## src/rtl/shift_reg_n_if.sv

```systemverilog
// Bus bundle for shift_reg_n: control, parallel/serial data and status.
// The master drives the load, shift, start, mode and serial inputs.
// The slave (the register) drives the data and status outputs.
interface shift_reg_n_if #(
    parameter int WIDTH = 9
);
    localparam int CNT_W = $clog2(WIDTH + 1);

    logic             Load;
    logic [WIDTH-1:0] D;
    logic             Shift_En;
    logic             Start;
    logic [1:0]       Mode;
    logic             Serial_In;
    logic [WIDTH-1:0] Data_Out;
    logic             Serial_Out;
    logic             Busy;
    logic             Done;
    logic [CNT_W-1:0] Bit_Cnt;

    modport master (
        output Load, D, Shift_En, Start, Mode, Serial_In,
        input  Data_Out, Serial_Out, Busy, Done, Bit_Cnt
    );

    modport slave (
        input  Load, D, Shift_En, Start, Mode, Serial_In,
        output Data_Out, Serial_Out, Busy, Done, Bit_Cnt
    );
endinterface

```

## src/rtl/shift_reg_n.sv

```systemverilog
// Shift register with parallel load, single-step shift and WIDTH-step burst FSM.
// Latency: every update lands on the next Clk edge; Serial_Out is combinational.
// No backpressure: Load always wins, Start/Shift_En are ignored while a burst runs.
module shift_reg_n #(
    parameter int WIDTH     = 9,
    parameter int MSB_FIRST = 1
) (
    input  logic          Clk,
    input  logic          Reset_n,
    shift_reg_n_if.slave  bus
);
    localparam int CNT_W = $clog2(WIDTH + 1);
    localparam logic [CNT_W-1:0] CNT_ONE  = CNT_W'(1);
    localparam logic [CNT_W-1:0] CNT_LAST = CNT_W'(WIDTH - 1);

    typedef enum logic [1:0] {
        IDLE  = 2'd0,
        SHIFT = 2'd1,
        DONE  = 2'd2
    } state_t;

    state_t           state_q, state_d;
    logic [WIDTH-1:0] data_q,  data_d;
    logic [CNT_W-1:0] cnt_q,   cnt_d;

    logic             out_bit;
    logic             fill;
    logic [WIDTH-1:0] shifted;

    // Direction is fixed at elaboration; out_bit is the bit leaving the register.
    if (MSB_FIRST != 0) begin : g_msb
        assign out_bit = data_q[WIDTH-1];
        assign shifted = {data_q[WIDTH-2:0], fill};
    end else begin : g_lsb
        assign out_bit = data_q[0];
        assign shifted = {fill, data_q[WIDTH-1:1]};
    end

    // Fill source: rotate feeds the outgoing bit back in; 00 and 11 both zero-fill.
    always_comb begin
        fill = 1'b0;
        case (bus.Mode)
            2'b01:   fill = out_bit;
            2'b10:   fill = bus.Serial_In;
            default: fill = 1'b0;
        endcase
    end

    // Next-state logic: Load dominates everywhere; Start/Shift_En only act in IDLE.
    always_comb begin
        state_d = state_q;
        data_d  = data_q;
        cnt_d   = cnt_q;
        case (state_q)
            IDLE: begin
                if (bus.Load) begin
                    data_d = bus.D;
                    cnt_d  = '0;
                end else if (bus.Start) begin
                    // The start edge only arms the burst; no shift happens here.
                    state_d = SHIFT;
                    cnt_d   = '0;
                end else if (bus.Shift_En) begin
                    data_d = shifted;
                end
            end
            SHIFT: begin
                if (bus.Load) begin
                    // Abort: back to IDLE without passing through DONE.
                    data_d  = bus.D;
                    cnt_d   = '0;
                    state_d = IDLE;
                end else begin
                    data_d = shifted;
                    cnt_d  = cnt_q + CNT_ONE;
                    if (cnt_q == CNT_LAST) begin
                        state_d = DONE;
                    end
                end
            end
            DONE: begin
                state_d = IDLE;
                if (bus.Load) begin
                    data_d = bus.D;
                    cnt_d  = '0;
                end
            end
            default: begin
                state_d = IDLE;
            end
        endcase
    end

    // State, data and count registers; reset clears them without a clock.
    always_ff @(posedge Clk or negedge Reset_n) begin
        if (!Reset_n) begin
            state_q <= IDLE;
            data_q  <= '0;
            cnt_q   <= '0;
        end else begin
            state_q <= state_d;
            data_q  <= data_d;
            cnt_q   <= cnt_d;
        end
    end

    // Status decodes straight from state so reset drops them immediately.
    assign bus.Data_Out   = data_q;
    assign bus.Serial_Out = out_bit;
    assign bus.Busy       = (state_q == SHIFT);
    assign bus.Done       = (state_q == DONE);
    assign bus.Bit_Cnt    = cnt_q;
endmodule

```

## src/flat_wrapper.sv

```systemverilog
// flat-port wrapper written by rule: the top's interface ports become plain ports
module shift_reg_n_flat 
#(
    parameter int WIDTH     = 9,
    parameter int MSB_FIRST = 1
)
  (Clk, Reset_n, bus_Load, bus_D, bus_Shift_En, bus_Start, bus_Mode, bus_Serial_In, bus_Data_Out, bus_Serial_Out, bus_Busy, bus_Done, bus_Bit_Cnt);
  shift_reg_n_if #(.WIDTH(WIDTH)) bus_i ();
  input  logic Clk;
  input  logic Reset_n;
  input wire logic [$bits(bus_i.Load)-1:0] bus_Load;
  input wire logic [$bits(bus_i.D)-1:0] bus_D;
  input wire logic [$bits(bus_i.Shift_En)-1:0] bus_Shift_En;
  input wire logic [$bits(bus_i.Start)-1:0] bus_Start;
  input wire logic [$bits(bus_i.Mode)-1:0] bus_Mode;
  input wire logic [$bits(bus_i.Serial_In)-1:0] bus_Serial_In;
  output wire logic [$bits(bus_i.Data_Out)-1:0] bus_Data_Out;
  output wire logic [$bits(bus_i.Serial_Out)-1:0] bus_Serial_Out;
  output wire logic [$bits(bus_i.Busy)-1:0] bus_Busy;
  output wire logic [$bits(bus_i.Done)-1:0] bus_Done;
  output wire logic [$bits(bus_i.Bit_Cnt)-1:0] bus_Bit_Cnt;
  assign bus_i.Load = bus_Load;
  assign bus_i.D = bus_D;
  assign bus_i.Shift_En = bus_Shift_En;
  assign bus_i.Start = bus_Start;
  assign bus_i.Mode = bus_Mode;
  assign bus_i.Serial_In = bus_Serial_In;
  assign bus_Data_Out = bus_i.Data_Out;
  assign bus_Serial_Out = bus_i.Serial_Out;
  assign bus_Busy = bus_i.Busy;
  assign bus_Done = bus_i.Done;
  assign bus_Bit_Cnt = bus_i.Bit_Cnt;
  shift_reg_n #(.WIDTH(WIDTH), .MSB_FIRST(MSB_FIRST)) u_core (.Clk(Clk), .Reset_n(Reset_n), .bus(bus_i));
endmodule
```

## config.mk

```make
export PLATFORM = sky130hd
export DESIGN_NAME = shift_reg_n_flat
export DESIGN_NICKNAME = d
export VERILOG_FILES = /design/src/rtl/shift_reg_n_if.sv /design/src/rtl/shift_reg_n.sv /design/src/flat_wrapper.sv
export SDC_FILE = /design/constraint.sdc
export NUM_CORES = 1
export LEC_CHECK = 0
export CAP_MARGIN = 5
export CORE_MARGIN = 10
export CORE_UTILIZATION = 39
export CTS_BUF_LIST = sky130_fd_sc_hd__clkbuf_8
export CTS_CLUSTER_SIZE = 8
export DETAILED_ROUTE_END_ITERATION = 10
export GPL_ROUTABILITY_DRIVEN = 0
export PLACE_DENSITY = 0.75
export SLEW_MARGIN = 5
export SYNTH_ARGS = -nofsm -noshare
export SYNTH_HDL_FRONTEND = slang
export SYNTH_SLANG_ARGS = --single-unit
export TNS_END_PERCENT = 5
```

## constraint.sdc

```tcl
create_clock -name Clk -period 3.35 [get_ports Clk]
set_input_delay 0.335 -clock Clk [delete_from_list [all_inputs] [get_ports Clk]]
set_output_delay 0.335 -clock Clk [all_outputs]
set_load 0.01 [all_outputs]
```

==> flow_metrics.py <==
metrics = {
    "status": {
        "run_status": "complete, no violations",
    },
    "setup_path": {
        "worstSetupEndpointType": "output pin",
        "critical_path.max_fanout": 13,
        "timing.critical_path.from_type": "flop",
        "worst_ep_arrival_time_ps": 1740,
        "crit_type": "flop to output pin",
        "worst-endpoint-required_ps": 3010,
    },
    "clock_network": {
        "clock_sinks": 15,
        "number_of_gates_resized_after_cts": 0,
        "clkLatencyLatePin_ps": 250,
        "cts_max_level": 1,
        "post-cts-setup-buffers": 0,
        "clock-root-buffer": "clkbuf_8",
        "cts_hold_repair.buffers": 0,
        "clock_pin_transition_on_the_worst_setup_and_hold_timing_paths_ps": 70,
        "tritoncts": "yes",
        "cts_inserted_buffers": 3,
        "max-clock-path-buffers": 2,
    },
    "die": {
        "core_region_area_um2": 2450,
        "die_area_um2": 5000,
        "floorplan.die.height_um": 70.7,
        "floorplan.initialDensity_pct": 40.8,
        "fp-row-count": 18,
        "io_pins": 33,
        "chipWidth_um": 70.7,
    },
    "finish": {
        "antennaDiodeCount": 0,
        "syn2layout_area_growth_pct": 34.5,
        "final-instance-count-excl-fill": 159,
        "post_route_cells_drive_above_1_share_pct": 15.5,
        "filler_cell_count": 225,
        "fin_nets": 151,
        "fin_util_pct": 54.9,
    },
    "yosys": {
        "netlist-cell-type-count": 34,
        "yosys-top-cells-area": "dfrtp_1 (37%), a31oi_2 (11%), nor4_1 (5.6%), ha_1 (5.0%), nand3_1 (5.0%)",
        "yosys_synthesis_warning_count": 0,
        "mappedNetlistNets": 122,
        "number_of_enable_flip_flop_cells_after_synthesis": 0,
        "avgSynthCellArea_um2": 9.92,
        "syn_inst": 101,
        "dominantRegCellSynth": "dfrtp_1",
        "ys_async_sr_fraction_pct": 100,
        "synth_seq_cells": 15,
        "share_of_the_synthesized_area_in_the_top_cell_type_pct": 37.5,
        "synth_top_cell_by_area": "dfrtp_1",
        "syn_area_um2": 1000,
        "seq_area_frac_synth_pct": 37.5,
    },
    "hold_path": {
        "hp-class": "input port to asynchronous set/reset pin",
    },
    "sta": {
        "clock_skew_ps": 4.91,
        "post-route-period-util_pct": 62.0,
        "slew_headroom_pct": 50.9,
        "final_period_minus_worst_setup_slack_ps": 2080,
        "rsz0062_at_grt": "false",
        "worst_pin_slew_ps": 734,
        "setup_failing_eps_final": 0,
        "timing_limited_maximum_frequency_mhz": 482,
        "endpoints_failing_hold": 0,
        "hold_slack_ps": 522,
        "final.setup.tns_ps": 0,
        "drv_slew": 0,
    },
    "global_routing": {
        "wire_length_of_the_first_global_routing_pass_um": 4550,
        "first_global_vias": 957,
        "grt.overflow.total": 0,
        "grt_max_degree": 20,
        "antenna_found_initial": 0,
        "grt_util_all_layers_pct": 10.7,
    },
    "pwr": {
        "power.static_leakage_nw": 0.542,
        "pwr-share-comb_pct": 29.9,
        "power.sequential.fraction_pct": 42.6,
        "pwr_density_cell_nw_per_um2": 393,
        "vdd.ir_drop.worst_v": 0.000274,
        "net_load_switching_power_w": 0.000157,
        "swShare_pct": 29.6,
        "p_int_w": 0.000373,
        "clock_power_share_pct": 27.5,
    },
    "routing": {
        "route.detailed.vias_per_inst": 5.57,
        "post_drt_wl_per_cell_um": 17.3,
        "firstDrtPassIters": 4,
        "dr_total_vias": 886,
        "drt-initial-drc-count": 53,
        "route.antenna.remaining_nets": 0,
        "post-route-drc-count": 0,
        "routed_wl_um": 2760,
    },
    "run": {
        "drv_cap": 0,
    },
    "placed_design": {
        "port-buffer-count": 32,
        "placedCellCount": 155,
        "dp.final_hpwl_um": 2010,
    },
}
==> metal layers <==
| metal | track usage (%) | vias up | wire, µm |
|---|---|---|---|
| met5 | 0 | - | 0 |
| met4 | 2.80 | 0 | 8 |
| met3 | 5.72 | 2 | 301 |
| met2 | 16.4 | 33 | 1220 |
| met1 | 12.6 | 418 | 1230 |
| li1 | - | 433 | - |
==> worst max-delay path, stage by stage (launching register included) <==
cell and delay, ps:
dfrtp_1 550, nor2b_1 180, buf_4 200, clkdlybuf4s50_1 570
==> cell usage in the layout, fill, tap and decap left out, types with 2 or more instances in the layout <==
cell type | netlist | routed
a31oi_2 | 9 | 9
nand2_1 | 2 | 2
nor2_1 | 3 | 3
clkdlybuf4s50_1 | 0 | 32
ha_1 | 4 | 4
nor2b_1 | 3 | 3
buf_4 | 2 | 2
a22o_1 | 2 | 2
clkbuf_8 | 0 | 3
inv_1 | 5 | 6
o21ai_0 | 9 | 9
nor4_1 | 9 | 9
nand3_1 | 10 | 10
and3b_1 | 2 | 2
dfrtp_1 | 15 | 15
==> Yosys cell counts (2+ instances only) <==
library cell and n:
a22o_1 2, a31oi_2 9, and3b_1 2, buf_2 4, buf_4 2, buf_6 3, dfrtp_1 15, ha_1 4
inv_1 5, nand2_1 2, nand3_1 10, nor2_1 3, nor2b_1 3, nor4_1 9, o21ai_0 9
==> kinds of logic after synthesis <==
logic type / count (synthesis) / share of synthesized area, %
AND/OR/NAND/NOR: 36 / 22.6
flip-flops: 15 / 37.5
multiplexers: 1 / 1.12
adder cells (fa/ha/maj): 4 / 4.99
buffers and inverters: 17 / 9.86
AO/OA/AOI/OAI: 28 / 24.0
==> flip-flops by register name, summed over array words and instances, names as in the netlist <==
register / cells
u_core.bus.Bit_Cnt: 4
u_core.bus.Data_Out: 9
u_core.state_q: 2
==> power by group through the flow <==
stage | registers [W] | logic (W) | clock network (W)
after floorplan | 0.000231 | 0.0000730 | 0
after global placement | 0.000228 | 0.000158 | 0
after detailed placement | 0.000228 | 0.000159 | 0
after CTS | 0.000225 | 0.000160 | 0.000149
after global routing | 0.000228 | 0.000173 | 0.000161
final | 0.000226 | 0.000158 | 0.000146
==> path summary, 6_finish.rpt <==
check,start,end,slack (ps),depth (start not counted)
max,u_core.state_q[0]$_DFFE_PN0P_,bus_Busy,1270,3
min,Reset_n,u_core.bus.Bit_Cnt[2]$_DFFE_PN0P_,520,1
min in group Clk,u_core.bus.Bit_Cnt[2]$_DFFE_PN0P_,u_core.state_q[1]$_DFFE_PN0P_,550,1
max reg2reg,u_core.state_q[1]$_DFFE_PN0P_,u_core.bus.Data_Out[5]$_DFFE_PN0P_,1410,3
min reg2reg,u_core.bus.Bit_Cnt[2]$_DFFE_PN0P_,u_core.state_q[1]$_DFFE_PN0P_,550,1
max in group asynchronous,Reset_n,u_core.bus.Bit_Cnt[3]$_DFFE_PN0P_,2360,1
==> final cells by class <==
| cell class | count | area (µm²) | area share [%] |
|---|---|---|---|
| multi-input cells | 69 | 528 | 39.2 |
| repair buffers | 34 | 335 | 24.9 |
| inverters | 7 | 26.3 | 1.95 |
| flip-flops and latches | 15 | 375 | 27.9 |
| well taps | 30 | 37.5 | 2.79 |
| clock buffers | 3 | 41.3 | 3.06 |
| clock inverters | 1 | 3.75 | 0.279 |
==> metrics by stage <==
stage	power (W)	instance area, µm²	setup slack [ps]
6_report	0.000530	1350	1270
5_1_grt	0.000562	1350	1200
4_1_cts	0.000535	1350	1280
3_5_place_dp	0.000387	1300	1110
3_3_place_gp	0.000386	1300	1150
2_1_floorplan	0.000304	1000	1930
(Power assumes the default switching activity.)
